$ cat config.mk
export PLATFORM = sky130hd
export DESIGN_NAME = pp_buf_rd_stream_flat
export DESIGN_NICKNAME = d
export VERILOG_FILES = /design/src/rtl/pp_buf_rd_stream_pkg.sv /design/src/rtl/pp_buf_rd_stream_if.sv /design/src/rtl/pp_buf_rd_stream_skid_fifo.sv /design/src/rtl/pp_buf_rd_stream.sv /design/src/flat_wrapper.sv
export SDC_FILE = /design/constraint.sdc
export NUM_CORES = 1
export LEC_CHECK = 0
export CORE_ASPECT_RATIO = 2
export CORE_MARGIN = 4
export CORE_UTILIZATION = 47
export DETAILED_ROUTE_END_ITERATION = 12
export DONT_BUFFER_PORTS = 1
export PLACE_DENSITY_LB_ADDON = 0.15
export SETUP_SLACK_MARGIN = 0.05
export SLEW_MARGIN = 10
export SYNTH_ARGS = -nofsm -noshare
export SYNTH_HDL_FRONTEND = slang
export SYNTH_SLANG_ARGS = --single-unit
$ cat constraint.sdc
create_clock -name clk -period 2.19 [get_ports clk]
set_clock_uncertainty 0.15 [all_clocks]
set_input_delay 0.438 -clock clk [delete_from_list [all_inputs] [get_ports clk]]
set_output_delay 0.438 -clock clk [all_outputs]
set_load 0.02 [all_outputs]
$ cat src/rtl/pp_buf_rd_stream_pkg.sv
// ---------------------------------------------------------------------------
// ping_pong_pkg
// Definitions shared by the ping-pong buffer reader and writer controllers:
// the bank FSM state encoding, the bank index width and the bank count.
// ---------------------------------------------------------------------------
package ping_pong_pkg;

  localparam int BANK_W    = 1;
  localparam int NUM_BANKS = 2;

  typedef enum logic [1:0] {
    ST_IDLE   = 2'd0,
    ST_STREAM = 2'd1,
    ST_DRAIN  = 2'd2
  } pp_state_e;

  // One-hot mask selecting a single bank inside a per-bank flag vector.
  function automatic logic [NUM_BANKS-1:0] bank_onehot(input logic [BANK_W-1:0] bank);
    logic [NUM_BANKS-1:0] one;
    one = {{(NUM_BANKS-1){1'b0}}, 1'b1};
    return one << bank;
  endfunction

endpackage

$ cat src/rtl/pp_buf_rd_stream_if.sv
// ---------------------------------------------------------------------------
// pp_buf_rd_stream_if
// AXI4-Stream bundle carried out of the ping-pong buffer reader.
//   tdata  : stream word
//   tvalid : word valid
//   tready : sink ready
//   tlast  : final word of a bank
// master drives tdata/tvalid/tlast, slave drives tready.
// ---------------------------------------------------------------------------
interface pp_buf_rd_stream_if #(
  parameter int DATA_WIDTH = 32
);
  logic [DATA_WIDTH-1:0] tdata;
  logic                  tvalid;
  logic                  tready;
  logic                  tlast;

  modport master (output tdata, output tvalid, output tlast, input tready);
  modport slave  (input tdata, input tvalid, input tlast, output tready);
endinterface

$ cat src/rtl/pp_buf_rd_stream_skid_fifo.sv
// ---------------------------------------------------------------------------
// pp_skid_fifo
// Two-entry FIFO holding RAM read data in front of the stream output.
//   clk, resetn : clock, asynchronous active-low reset
//   push, din   : write one entry (caller guarantees it is not full)
//   pop         : drop the head entry (ignored when empty)
//   dout        : head entry, stable until popped
//   count       : occupancy 0..2
// Push and pop in the same cycle are both honoured.
// ---------------------------------------------------------------------------
module pp_skid_fifo #(
  parameter int WIDTH = 33
) (
  input  logic             clk,
  input  logic             resetn,
  input  logic             push,
  input  logic             pop,
  input  logic [WIDTH-1:0] din,
  output logic [WIDTH-1:0] dout,
  output logic [1:0]       count
);

  logic [WIDTH-1:0] mem_reg [2];
  logic             wr_ptr_reg;
  logic             rd_ptr_reg;
  logic [1:0]       count_reg;
  logic             pop_ok;

  assign pop_ok = pop && (count_reg != 2'd0);

  always_ff @(posedge clk or negedge resetn) begin
    if (!resetn) begin
      for (int i = 0; i < 2; i++) mem_reg[i] <= '0;
      wr_ptr_reg <= 1'b0;
      rd_ptr_reg <= 1'b0;
      count_reg  <= 2'd0;
    end else begin
      if (push) begin
        mem_reg[wr_ptr_reg] <= din;
        wr_ptr_reg          <= ~wr_ptr_reg;
      end
      if (pop_ok) rd_ptr_reg <= ~rd_ptr_reg;
      case ({push, pop_ok})
        2'b10:   count_reg <= count_reg + 2'd1;
        2'b01:   count_reg <= count_reg - 2'd1;
        default: count_reg <= count_reg;
      endcase
    end
  end

  assign dout  = mem_reg[rd_ptr_reg];
  assign count = count_reg;

endmodule

$ cat src/rtl/pp_buf_rd_stream.sv
// ---------------------------------------------------------------------------
// pp_buf_rd_stream
// Read side of the ping-pong buffer. Waits for the writer to mark a bank full,
// reads it out of dp_ram port B in strict bank order 0,1,0,..., streams the
// words as AXI4-Stream and hands the bank back to the writer.
// Ports:
//   clk, resetn                  clock, asynchronous active-low reset
//   wr_done_i, wr_bank_i         writer finished filling a bank (pulse + index)
//   rd_release_o, rd_rel_bank_o  bank fully streamed (pulse + index)
//   bank_full_o                  per-bank full flags
//   ram_enb_o, ram_addrb_o       dp_ram port B enable and {bank, word} address
//   ram_dob_i                    dp_ram read data, one cycle after enable
//   m_axis                       AXI4-Stream master
//   err_o                        sticky: writer reported a bank that was still full
// ---------------------------------------------------------------------------
module pp_buf_rd_stream
  import ping_pong_pkg::*;
#(
  parameter int DATA_WIDTH = 32,
  parameter int DEPTH      = 16,
  parameter int ADDRW      = 4
) (
  input  logic                    clk,
  input  logic                    resetn,
  input  logic                    wr_done_i,
  input  logic [BANK_W-1:0]       wr_bank_i,
  output logic                    rd_release_o,
  output logic [BANK_W-1:0]       rd_rel_bank_o,
  output logic [NUM_BANKS-1:0]    bank_full_o,
  output logic                    ram_enb_o,
  output logic [ADDRW:0]          ram_addrb_o,
  input  logic [DATA_WIDTH-1:0]   ram_dob_i,
  pp_buf_rd_stream_if.master      m_axis,
  output logic                    err_o
);

  localparam logic [ADDRW-1:0] LAST_IDX = ADDRW'(DEPTH - 1);

  pp_state_e             state_reg;
  logic [BANK_W-1:0]     cur_bank_reg;
  logic [ADDRW-1:0]      idx_reg;
  logic [NUM_BANKS-1:0]  full_reg;
  logic [NUM_BANKS-1:0]  full_next;
  logic                  err_reg;
  logic                  inflight_reg;       // read issued last cycle, data on ram_dob_i now
  logic                  inflight_last_reg;  // ...and it was word DEPTH-1
  logic                  release_reg;
  logic [BANK_W-1:0]     rel_bank_reg;

  logic [DATA_WIDTH:0]   fifo_din;
  logic [DATA_WIDTH:0]   fifo_dout;
  logic [1:0]            fifo_count;
  logic                  fifo_valid;
  logic                  fifo_pop;
  logic [1:0]            credit;
  logic                  rd_issue;
  logic                  last_issue;
  logic                  drain_done;
  logic                  err_set;

  always_comb begin
    fifo_valid = (fifo_count != 2'd0);
    fifo_pop   = fifo_valid && m_axis.tready;
    // A head word leaving this cycle frees its slot in time for a read issued
    // now, which keeps a full-rate stream when the sink never stalls. Reads in
    // the FIFO plus the one in flight never exceed two, so this stays in 0..2.
    credit     = 2'd2 + {1'b0, fifo_pop} - fifo_count - {1'b0, inflight_reg};
    rd_issue   = (state_reg == ST_STREAM) && (credit != 2'd0);
    last_issue = rd_issue && (idx_reg == LAST_IDX);
    // The last word can only be in the FIFO once the FSM has reached DRAIN.
    drain_done = (state_reg == ST_DRAIN) && fifo_pop && fifo_dout[DATA_WIDTH];
    err_set    = wr_done_i && full_reg[wr_bank_i];
    // Clear first, then set, so a same-bank collision leaves the flag set.
    full_next  = full_reg;
    if (drain_done) full_next = full_next & ~bank_onehot(cur_bank_reg);
    if (wr_done_i)  full_next = full_next | bank_onehot(wr_bank_i);
    fifo_din   = {inflight_last_reg, ram_dob_i};
  end

  always_ff @(posedge clk or negedge resetn) begin
    if (!resetn) begin
      state_reg         <= ST_IDLE;
      cur_bank_reg      <= '0;
      idx_reg           <= '0;
      full_reg          <= '0;
      err_reg           <= 1'b0;
      inflight_reg      <= 1'b0;
      inflight_last_reg <= 1'b0;
      release_reg       <= 1'b0;
      rel_bank_reg      <= '0;
    end else begin
      full_reg          <= full_next;
      inflight_reg      <= rd_issue;
      inflight_last_reg <= last_issue;
      release_reg       <= drain_done;
      if (err_set)    err_reg      <= 1'b1;
      if (drain_done) rel_bank_reg <= cur_bank_reg;

      case (state_reg)
        ST_IDLE: begin
          if (full_reg[cur_bank_reg]) begin
            idx_reg   <= '0;
            state_reg <= ST_STREAM;
          end
        end
        ST_STREAM: begin
          if (rd_issue) begin
            // idx holds at DEPTH-1 rather than wrapping into the next frame.
            if (idx_reg == LAST_IDX) state_reg <= ST_DRAIN;
            else                     idx_reg   <= idx_reg + 1'b1;
          end
        end
        ST_DRAIN: begin
          if (drain_done) begin
            cur_bank_reg <= ~cur_bank_reg;
            state_reg    <= ST_IDLE;
          end
        end
        default: state_reg <= ST_IDLE;
      endcase
    end
  end

  pp_skid_fifo #(
    .WIDTH (DATA_WIDTH + 1)
  ) u_skid_fifo (
    .clk    (clk),
    .resetn (resetn),
    .push   (inflight_reg),
    .pop    (fifo_pop),
    .din    (fifo_din),
    .dout   (fifo_dout),
    .count  (fifo_count)
  );

  assign ram_enb_o     = rd_issue;
  assign ram_addrb_o   = {cur_bank_reg, idx_reg};
  assign bank_full_o   = full_reg;
  assign err_o         = err_reg;
  assign rd_release_o  = release_reg;
  assign rd_rel_bank_o = rel_bank_reg;
  assign m_axis.tdata  = fifo_dout[DATA_WIDTH-1:0];
  assign m_axis.tvalid = fifo_valid;
  assign m_axis.tlast  = fifo_valid && fifo_dout[DATA_WIDTH];

endmodule

$ cat src/flat_wrapper.sv
// flat-port wrapper written by rule: the top's interface ports become plain ports
module pp_buf_rd_stream_flat import ping_pong_pkg::*;
#(
  parameter int DATA_WIDTH = 32,
  parameter int DEPTH      = 16,
  parameter int ADDRW      = 4
)
  (clk, resetn, wr_done_i, wr_bank_i, rd_release_o, rd_rel_bank_o, bank_full_o, ram_enb_o, ram_addrb_o, ram_dob_i, err_o, m_axis_tdata, m_axis_tvalid, m_axis_tlast, m_axis_tready);
  pp_buf_rd_stream_if #(.DATA_WIDTH(DATA_WIDTH)) m_axis_i ();
  input  logic clk;
  input  logic resetn;
  input  logic wr_done_i;
  input  logic [BANK_W-1:0] wr_bank_i;
  output logic rd_release_o;
  output logic [BANK_W-1:0] rd_rel_bank_o;
  output logic [NUM_BANKS-1:0] bank_full_o;
  output logic ram_enb_o;
  output logic [ADDRW:0] ram_addrb_o;
  input  logic [DATA_WIDTH-1:0] ram_dob_i;
  output logic err_o;
  output wire logic [$bits(m_axis_i.tdata)-1:0] m_axis_tdata;
  output wire logic [$bits(m_axis_i.tvalid)-1:0] m_axis_tvalid;
  output wire logic [$bits(m_axis_i.tlast)-1:0] m_axis_tlast;
  input wire logic [$bits(m_axis_i.tready)-1:0] m_axis_tready;
  assign m_axis_tdata = m_axis_i.tdata;
  assign m_axis_tvalid = m_axis_i.tvalid;
  assign m_axis_tlast = m_axis_i.tlast;
  assign m_axis_i.tready = m_axis_tready;
  pp_buf_rd_stream #(.DATA_WIDTH(DATA_WIDTH), .DEPTH(DEPTH), .ADDRW(ADDRW)) u_core (.clk(clk), .resetn(resetn), .wr_done_i(wr_done_i), .wr_bank_i(wr_bank_i), .rd_release_o(rd_release_o), .rd_rel_bank_o(rd_rel_bank_o), .bank_full_o(bank_full_o), .ram_enb_o(ram_enb_o), .ram_addrb_o(ram_addrb_o), .ram_dob_i(ram_dob_i), .m_axis(m_axis_i), .err_o(err_o));
endmodule
==> results_dict.tcl <==
set metrics [dict create \
    outcome "finished with violations" \
    violations "hold timing, setup timing" \
    grt_usage_pct 16.0 \
    ios 82 \
    cp-start-kind "flop" \
    placementRows 45 \
    multiInputGateArea_um2 1570 \
    grt-ovfl-total 0 \
    clk_latency_ns 0.33 \
    grt_start_max_net_pins 85 \
    globalRouteMet2Util_pct 28.3 \
    drt-initial-drc-count 75 \
    syn_area_um2 3700 \
    cts_sinks 84 \
    drt_drc_violations_left 0 \
    crit_path_start "u_core.u_skid_fifo.count[0]" \
    cp_num_buf_inv 1 \
    clockRootBuffer "clkbuf_16" \
    h-tree-depth 3 \
    postSynthAreaPerCell_um2 14.5 \
    place_hpwl_um 4860 \
    dominantRegCellSynth "dfrtp_1" \
    setup_viol 1 \
    critPathSlowestCell "dfrtp_2" \
    holdWs_ns -0.349 \
    hold_viol 84 \
    maxCapViolCount 0 \
    io_buffers 0 \
    antenna_found_initial 0 \
    finalWorstSetupSlack_ns -0.124 \
    placedCellCount 347 \
    cp.arrival_ns 1.73 \
    synth_top_area_cell "dfrtp_1" \
    detail_route.wl_per_cell_um 19.0 \
    yosysSeqAreaShare_pct 56.9 \
    report.final.slew_viol_count 0 \
    cts_buffer_depth 2 \
    fmax_mhz 432 \
    required_ns 1.60 \
    synth-async-reset-ratio_pct 100 \
    largest_reg_flops 66 \
    report.power.total_w 0.00796 \
    critPathCaptureType "output pin" \
    die_h_um 133 \
    worst_pin_slew_ns 0.412 \
    cts_made_buffers 9 \
    core-area_um2 7660 \
    busiest_layer "met2" \
    dieWidth_um 70.7 \
    synth_seq_cells 84 \
    dr.pass1.iters 4 \
    fin_cells 369 \
    crit_family "flip-flops" \
    yosys_warnings 0 \
    area_growth_pct 16.2 \
    rr_startpoint "u_core.u_skid_fifo.count[0]" \
    die_area_um2 9430 \
    drive_gt1_share_pct 47.3 \
    path_clk_slew_ns 0.06 \
    grt_pass1_wl_um 11700 \
    place.gp.congestion 0.713 \
    gr-usage-met3_pct 5.74 \
    totalWireLength_um 6990 \
    worstSetupPathType "reg2out" \
    drtAntennaViolNets 0 \
    synth-edff-count 0 \
    rsz0062_at_grt "yes" \
    netlist_top_cells_count "86 x mux2_2, 84 x dfrtp_1, 13 x mux2_1" \
    synth_most_common_cell "mux2_2" \
    viasPerCell 5.64 \
    post-route-period-util_pct 106 \
    regArea_um2 2100 \
    hold_class "in2async" \
    path_max_fanout 3 \
    crit_path_max_incr_delay_ns 0.43 \
    relSlewSlack_pct 71.8 \
    p_per_area_nw_per_um2 1850 \
    grt_pass1_vias 2317 \
    cts_tree "built" \
    fin_nets 310 \
    grt_util_met1_pct 16.9 \
    vdd_drop_max_mv 1.13 \
    synth_fp_nets 295 \
    yosysTopAreaCellShare_pct 56.9 \
    diodes 0 \
    vias 2081 \
    fin_crit_ns 2.31 \
    syn_inst 255 \
    synthDistinctLibCells 34 \
    fillers 657 \
    yosys-top-cells-area "dfrtp_1 57%, mux2_2 26%, mux2_1 4.0%, buf_2 1.2%, xnor2_1 0.95%" \
    leakage_nw 1.81 \
    start_util_pct 48.3 \
    path_cells "buf_6 > fa_2 > xor2_4 > a21oi_4" \
]
-- metal layers --
layer	share of wire, %	wire, um	vias up
met5	0	0	-
met4	1.8	124	0
met3	6.7	467	9
met2	56	3910	60
met1	36	2490	1074
li1	-	-	938
-- worst paths after layout --
| path | to | slack (ns) | depth (start not counted) |
|---|---|---|---|
| worst max-delay path | ram_enb_o | -0.12 | 4 |
| worst min-delay path | u_core.u_skid_fifo.mem_reg[58] | -0.35 | 0 |
| worst max register to register | u_core.idx_reg[0] | 0.07 | 8 |
| worst min register to register | u_core.u_skid_fifo.mem_reg[34] | 0.33 | 1 |
| max in group asynchronous | u_core.u_skid_fifo.mem_reg[39] | 2.13 | 0 |
| min in group clk | u_core.err_o | 0.08 | 1 |
-- stage by stage --
| stage | setup TNS (ns) | hold WS (ns) | worst slack (ns) | instance area, um2 | utilization, % |
|---|---|---|---|---|---|
| floorplan | 0 | -0.00759 | 0.0860 | 3730 | - |
| CTS | -0.144 | -0.366 | -0.144 | 4280 | 55.9 |
| global route | -0.183 | -0.370 | -0.183 | 4290 | 56.1 |
| global placement | 0 | -0.00571 | 0.104 | 3880 | 50.7 |
| finish | -0.124 | -0.349 | -0.124 | 4290 | 56.1 |
| detailed placement | 0 | -0.00572 | 0.0552 | 3880 | 50.7 |
-- power breakdown --
group	leakage [nW]	switching [W]	internal, W
clock network	0.155	0.000592	0.00111
registers	0.979	0.000418	0.00229
logic	0.674	0.00186	0.00169
-- cell usage in the layout, fill, tap and decap left out, drive strengths merged --
master,netlist,routed
a21boi,1,1
a21o,1,1
a21oi,1,1
a22o,2,2
and2,1,1
and3,1,1
buf,11,16
bufinv,0,3
clkbuf,1,10
clkinvlp,0,3
dfrtp,84,84
fa,1,1
ha,2,2
inv,5,5
mux2,99,99
mux2i,3,3
nand2,5,5
nand2b,3,3
nand3,4,4
nand4,1,1
nor2,5,5
nor2b,1,1
nor3,3,3
nor4b,1,1
o211ai,4,4
o21ai,3,3
o21bai,1,1
o22ai,1,1
or3,2,2
xnor2,4,4
xor2,4,4
-- logic make-up (layout without fill, tap and decap cells) --
| kind of cell | count (synthesis) | after routing | share of synthesized area [%] |
|---|---|---|---|
| buffers and inverters | 17 | 37 | 2.23 |
| AO/OA/AOI/OAI | 14 | 14 | 2.61 |
| adder cells (fa/ha/maj) | 3 | 3 | 1.22 |
| flip-flops | 84 | 84 | 56.9 |
| multiplexers | 102 | 102 | 31.0 |
| AND/OR/NAND/NOR | 27 | 27 | 4.20 |
| XOR/XNOR | 8 | 8 | 1.90 |
-- final cells by class --
| type | count | share of cell area, % |
|---|---|---|
| Sequential cell | 84 | 49.0 |
| Timing Repair Buffer | 16 | 3.26 |
| Clock inverter | 6 | 2.62 |
| Multi-Input combinational cell | 154 | 36.6 |
| Tap cell | 94 | 2.74 |
| Clock buffer | 10 | 5.33 |
| Inverter | 5 | 0.437 |
-- what timing repair did --
action	CTS	global route
hold endpoints to repair	84	84
buffers inserted	5	1
endpoints found under the setup margin	1	13
pin swaps	4	0
resized for setup	3	2
No activity file was read; power rests on OpenSTA's default activity.
